--- src/rtl/alu_share_arbiter.sv ---
// Round-robin sharing of one combinational ALU between two valid/ready ports, each with a buffered result slot.
// Optional exception hold per port: define ALU_ARB_EXC_HOLD_EN (adds exc0_clear/exc1_clear inputs).
module alu_share_arbiter #(
  parameter int WIDTH     = 32,
  parameter int EXC_WIDTH = 32
) (
  input  logic                 clk,
  input  logic                 reset,
  input  logic                 req0_valid,
  output logic                 req0_ready,
  input  logic [WIDTH-1:0]     req0_x,
  input  logic [WIDTH-1:0]     req0_y,
  input  logic [3:0]           req0_op,
  input  logic                 req1_valid,
  output logic                 req1_ready,
  input  logic [WIDTH-1:0]     req1_x,
  input  logic [WIDTH-1:0]     req1_y,
  input  logic [3:0]           req1_op,
  output logic                 resp0_valid,
  input  logic                 resp0_ready,
  output logic [WIDTH-1:0]     resp0_w,
  output logic                 resp0_z,
  output logic [EXC_WIDTH-1:0] resp0_exc,
  output logic                 resp1_valid,
  input  logic                 resp1_ready,
  output logic [WIDTH-1:0]     resp1_w,
  output logic                 resp1_z,
  output logic [EXC_WIDTH-1:0] resp1_exc,
  output logic [WIDTH-1:0]     alu_x,
  output logic [WIDTH-1:0]     alu_y,
  output logic [3:0]           alu_op,
  input  logic [WIDTH-1:0]     alu_w,
  input  logic                 alu_z,
  input  logic [EXC_WIDTH-1:0] alu_exception_code
`ifdef ALU_ARB_EXC_HOLD_EN
  ,
  input  logic                 exc0_clear,
  input  logic                 exc1_clear
`endif
);

  logic                 slot0_free_s, slot1_free_s;
  logic                 elig0_s, elig1_s;
  logic                 grant0_s, grant1_s;
  logic                 hold0_s, hold1_s;
  logic                 exc_nonzero_s;
  logic                 last_grant_q, last_grant_d;

  logic                 resp0_valid_q, resp0_valid_d;
  logic [WIDTH-1:0]     resp0_w_q, resp0_w_d;
  logic                 resp0_z_q, resp0_z_d;
  logic [EXC_WIDTH-1:0] resp0_exc_q, resp0_exc_d;

  logic                 resp1_valid_q, resp1_valid_d;
  logic [WIDTH-1:0]     resp1_w_q, resp1_w_d;
  logic                 resp1_z_q, resp1_z_d;
  logic [EXC_WIDTH-1:0] resp1_exc_q, resp1_exc_d;

  // A slot draining this cycle counts as free, so a port can complete every cycle.
  assign slot0_free_s  = !resp0_valid_q || resp0_ready;
  assign slot1_free_s  = !resp1_valid_q || resp1_ready;
  assign elig0_s       = req0_valid && slot0_free_s && !hold0_s && !reset;
  assign elig1_s       = req1_valid && slot1_free_s && !hold1_s && !reset;
  assign exc_nonzero_s = (alu_exception_code != {EXC_WIDTH{1'b0}});

  // Round-robin grant: on contention the port that did not win last time goes first.
  always_comb begin
    grant0_s = 1'b0;
    grant1_s = 1'b0;
    if (elig0_s && elig1_s) begin
      if (last_grant_q) begin
        grant0_s = 1'b1;
      end else begin
        grant1_s = 1'b1;
      end
    end else if (elig0_s) begin
      grant0_s = 1'b1;
    end else if (elig1_s) begin
      grant1_s = 1'b1;
    end else begin
      grant0_s = 1'b0;
      grant1_s = 1'b0;
    end
  end

  assign req0_ready = grant0_s;
  assign req1_ready = grant1_s;

  // Operand mux: port 0 drives the ALU unless port 1 holds the grant.
  always_comb begin
    alu_x  = req0_x;
    alu_y  = req0_y;
    alu_op = req0_op;
    if (grant1_s) begin
      alu_x  = req1_x;
      alu_y  = req1_y;
      alu_op = req1_op;
    end else begin
      alu_x  = req0_x;
      alu_y  = req0_y;
      alu_op = req0_op;
    end
  end

  // Last-grant pointer update.
  always_comb begin
    last_grant_d = last_grant_q;
    if (grant0_s) begin
      last_grant_d = 1'b0;
    end else if (grant1_s) begin
      last_grant_d = 1'b1;
    end else begin
      last_grant_d = last_grant_q;
    end
  end

  // Port 0 result slot: capture on grant, otherwise clear valid on drain; data is kept.
  always_comb begin
    resp0_valid_d = resp0_valid_q;
    resp0_w_d     = resp0_w_q;
    resp0_z_d     = resp0_z_q;
    resp0_exc_d   = resp0_exc_q;
    if (grant0_s) begin
      resp0_valid_d = 1'b1;
      resp0_w_d     = alu_w;
      resp0_z_d     = alu_z;
      resp0_exc_d   = alu_exception_code;
    end else if (resp0_ready) begin
      resp0_valid_d = 1'b0;
    end else begin
      resp0_valid_d = resp0_valid_q;
    end
  end

  // Port 1 result slot.
  always_comb begin
    resp1_valid_d = resp1_valid_q;
    resp1_w_d     = resp1_w_q;
    resp1_z_d     = resp1_z_q;
    resp1_exc_d   = resp1_exc_q;
    if (grant1_s) begin
      resp1_valid_d = 1'b1;
      resp1_w_d     = alu_w;
      resp1_z_d     = alu_z;
      resp1_exc_d   = alu_exception_code;
    end else if (resp1_ready) begin
      resp1_valid_d = 1'b0;
    end else begin
      resp1_valid_d = resp1_valid_q;
    end
  end

  // State registers.
  always_ff @(posedge clk) begin
    if (reset) begin
      last_grant_q  <= 1'b1;
      resp0_valid_q <= 1'b0;
      resp0_w_q     <= {WIDTH{1'b0}};
      resp0_z_q     <= 1'b0;
      resp0_exc_q   <= {EXC_WIDTH{1'b0}};
      resp1_valid_q <= 1'b0;
      resp1_w_q     <= {WIDTH{1'b0}};
      resp1_z_q     <= 1'b0;
      resp1_exc_q   <= {EXC_WIDTH{1'b0}};
    end else begin
      last_grant_q  <= last_grant_d;
      resp0_valid_q <= resp0_valid_d;
      resp0_w_q     <= resp0_w_d;
      resp0_z_q     <= resp0_z_d;
      resp0_exc_q   <= resp0_exc_d;
      resp1_valid_q <= resp1_valid_d;
      resp1_w_q     <= resp1_w_d;
      resp1_z_q     <= resp1_z_d;
      resp1_exc_q   <= resp1_exc_d;
    end
  end

`ifdef ALU_ARB_EXC_HOLD_EN
  logic hold0_q, hold0_d;
  logic hold1_q, hold1_d;

  // A capture with a nonzero exception sets the hold; it beats a same-cycle clear.
  always_comb begin
    hold0_d = hold0_q;
    hold1_d = hold1_q;
    if (grant0_s && exc_nonzero_s) begin
      hold0_d = 1'b1;
    end else if (exc0_clear) begin
      hold0_d = 1'b0;
    end else begin
      hold0_d = hold0_q;
    end
    if (grant1_s && exc_nonzero_s) begin
      hold1_d = 1'b1;
    end else if (exc1_clear) begin
      hold1_d = 1'b0;
    end else begin
      hold1_d = hold1_q;
    end
  end

  // Hold registers.
  always_ff @(posedge clk) begin
    if (reset) begin
      hold0_q <= 1'b0;
      hold1_q <= 1'b0;
    end else begin
      hold0_q <= hold0_d;
      hold1_q <= hold1_d;
    end
  end

  assign hold0_s = hold0_q;
  assign hold1_s = hold1_q;
`else
  logic unused_exc_s;
  assign unused_exc_s = exc_nonzero_s;
  assign hold0_s      = 1'b0;
  assign hold1_s      = 1'b0;
`endif

  assign resp0_valid = resp0_valid_q;
  assign resp0_w     = resp0_w_q;
  assign resp0_z     = resp0_z_q;
  assign resp0_exc   = resp0_exc_q;
  assign resp1_valid = resp1_valid_q;
  assign resp1_w     = resp1_w_q;
  assign resp1_z     = resp1_z_q;
  assign resp1_exc   = resp1_exc_q;

endmodule
--- config.mk ---
export PLATFORM = sky130hd
export DESIGN_NAME = alu_share_arbiter
export DESIGN_NICKNAME = d
export VERILOG_FILES = /design/src/rtl/alu_share_arbiter.sv
export SDC_FILE = /design/constraint.sdc
export NUM_CORES = 1
export LEC_CHECK = 0
export ABC_CLOCK_PERIOD_IN_PS = 2800
export CELL_PAD_IN_SITES_DETAIL_PLACEMENT = 1
export CELL_PAD_IN_SITES_GLOBAL_PLACEMENT = 1
export CORE_AREA = 2 2 161 163
export DETAILED_ROUTE_END_ITERATION = 10
export DIE_AREA = 0 0 163 165
export HOLD_SLACK_MARGIN = 0.1
export PLACE_DENSITY_LB_ADDON = 0.1
export REMOVE_ABC_BUFFERS = 1
export SKIP_LAST_GASP = 1
export SLEW_MARGIN = 20
export SYNTH_ARGS = -nofsm -noshare
export SYNTH_HDL_FRONTEND = slang
export SYNTH_SLANG_ARGS = --single-unit
--- constraint.sdc ---
create_clock -name clk -period 2.8 [get_ports clk]
set_input_delay 0.56 -clock clk [delete_from_list [all_inputs] [get_ports clk]]
set_output_delay 0.56 -clock clk [all_outputs]
set_load 0.05 [all_outputs]
==> metrics <==
post-synth top area share 43.8%; RSZ-0062 raised after global routing true; placed insts 1227; # port buffers 408; crit path time final 2.71 ns; first-pass GRT wire length 39100 um; r2r endpoint resp1_exc[2]; Synth Cell Area 6080 sq um; top-level I/O count 409; Placer Congestion 0.877; FF-to-FF Start resp0_valid; Final Max Slew Viols 0; path depth of the worst reg2reg path 10; Final Setup Violations 0; status completed; Total Routed Length 26900 um; most common cell after layout, fill and taps aside clkdlybuf4s50_1; CTS Buf Count 17; vias per cell 4.33; fmax 369 MHz; largest cells by area after synthesis dfxtp_1, mux2_2, nor2b_1, mux2_4, buf_2; CP Launch Type primary input; Final #Nets 1136; synthesis warning total 0; max cap viols 0; DRC 0; clock skew 0.00939 ns; DIE AREA 26900 sq um; overall routing resource usage 19.7%; vias in the first global route 6349; Post-Layout Cell Count 1279; Clock Latency Late Sink 0.42 ns; Initial Utilization 24.3%; Synth Register Bits 133; Tcrit/Tclk final 96.9%; post-synthesis area per instance 11.9 sq um; CP endpoint kind output port; synth-to-layout area growth 98.6%; vias post-DR 5541; # clock sinks 133; DRT iter0 DRCs 158; layout cells sized above 1 35.6%; fillcell total 2634; most frequent cells in the layout clkdlybuf4s50_1, mux2_2, dfxtp_1; crit path max fanout 9; cell taking the most area after synthesis dfxtp_1; Synth cell types 17; min-delay src resp0_ready; H-tree depth 4; CP Launch Point resp1_ready; leakage power 5.00 nW; Detailed Place HPWL 21100 um; maximum VDD drop 395 uV; crit path to alu_x[8]; Clock Tree Buf Depth 2; arrival time at the worst endpoint 2.15 ns; row count 58; CTS clk-pin slew, worst paths 0.06 ns; Syn Inst Count 511; multi-input logic area 3260 sq um; final core utilization 48.3%; Setup Crit Path Kind primary input to output port; setup slack, reg-to-reg 0.85 ns; slew margin rel. 54.2%; routed wire length per instance 21.1 um; largest net degree at the start of global routing 134; DRT Pass-1 Iters 4; share of the yosys chip area belonging to registers 43.8%; power per standard cell area 576 nW/um^2; initial antenna violation count 10; Reg area 2660 sq um; core area 25000 sq um; WP data required 2.24 ns; die extent in x 163 um; Worst Max-Slew Pin Slew 0.688 ns; HP Class primary input to flop; CTS root buf clkbuf_16; Die Y 165 um; Hold Fails Final Rpt 0; TritonCTS clock tree yes; Final ANT Viol Nets 0; grt ovf 0
stage by stage:
stage	area, sq um	TNS, ns	setup slack [ns]	hold slack (ns)	power (W)
after floorplan	5890	-531.16	-4.28	0.450	0.00345
after global placement	11200	-5.25	-0.0992	0.470	0.00453
after detailed placement	11200	-4.81	-0.0948	0.513	0.00456
after CTS	12000	-0.00380	-0.00380	0.442	0.00703
after global routing	12100	-0.0263	-0.0100	0.459	0.00722
final	12100	0	0.0864	0.461	0.00695
layer usage:
layer / global-route usage [%] / vias to the layer above / routed length [um]
met5: 0 / - / 41
met4: 9.01 / 6 / 775
met3: 7.71 / 41 / 2290
met2: 35.7 / 232 / 14300
met1: 19.9 / 2687 / 9540
li1: - / 2575 / -
where the power goes:
| group | switching [W] | internal [W] | leakage, nW | total, W |
|---|---|---|---|---|
| Combinational | 0.00128 | 0.00115 | 3.60 | 0.00243 |
| Sequential | 0.0000783 | 0.00205 | 1.10 | 0.00213 |
| Clock | 0.000893 | 0.00150 | 0.303 | 0.00240 |
logic make-up after synthesis:
group / after synthesis / synth area share [%]
compound gates: 3 / 0.308
buf+inv: 40 / 3.33
flops: 133 / 43.8
mux: 198 / 38.4
simple gates: 137 / 14.2
final cells by class:
class	count	share of cell area, %
Timing Repair Buffer	437	42.1
Antenna cell	7	0.145
Tap cell	330	3.42
Clock buffer	18	3.55
Clock inverter	14	1.66
Inverter	2	0.0621
Sequential cell	133	22.0
Multi-Input combinational cell	338	27.0
synth_stat cells:
cell        n
and3b_1     1
nand4b_1    1
nand2b_1    1
nand3_1     1
dfxtp_1   133
nand2b_4    1
mux2_4     28
or3_1       1
nor2b_1   130
clkbuf_1   16
buf_6       4
a211o_1     1
buf_2      18
nand2_1     1
inv_1       2
mux2_2    170
o21ai_0     2
registers in the layout (all words and copies together) (netlist names):
signal,cells
resp0_valid,1
resp1_z,1
resp1_valid,1
resp0_exc,32
last_grant_q,1
resp1_w,32
resp0_z,1
resp1_exc,32
resp0_w,32
worst min path at each step:
stage | cells after the start | endpoint
final | 3 | resp0_valid
after global routing | 3 | resp0_valid
after CTS | 3 | resp0_valid
after detailed placement | 1 | last_grant_q
after global placement | 1 | last_grant_q
after floorplan | 1 | last_grant_q
worst max-delay path: stages:
cell and delay [ns]:
dlygate4sd2_1 0.23, nand2b_4 0.14, nand4b_1 0.17, buf_12 0.15
buf_12 0.10, buf_6 0.12, clkbuf_16 0.16, mux2_2 0.36
buf_12 0.15
timing repair:
item                                    CTS  global route
resized for setup                        25             8
buffers inserted                         11             1
hold buffers                              0             0
cloned                                    1             1
endpoints found under the setup margin   68            35
pin swaps                                 1             0
Note: power is estimated with default switching activity, not from simulation.
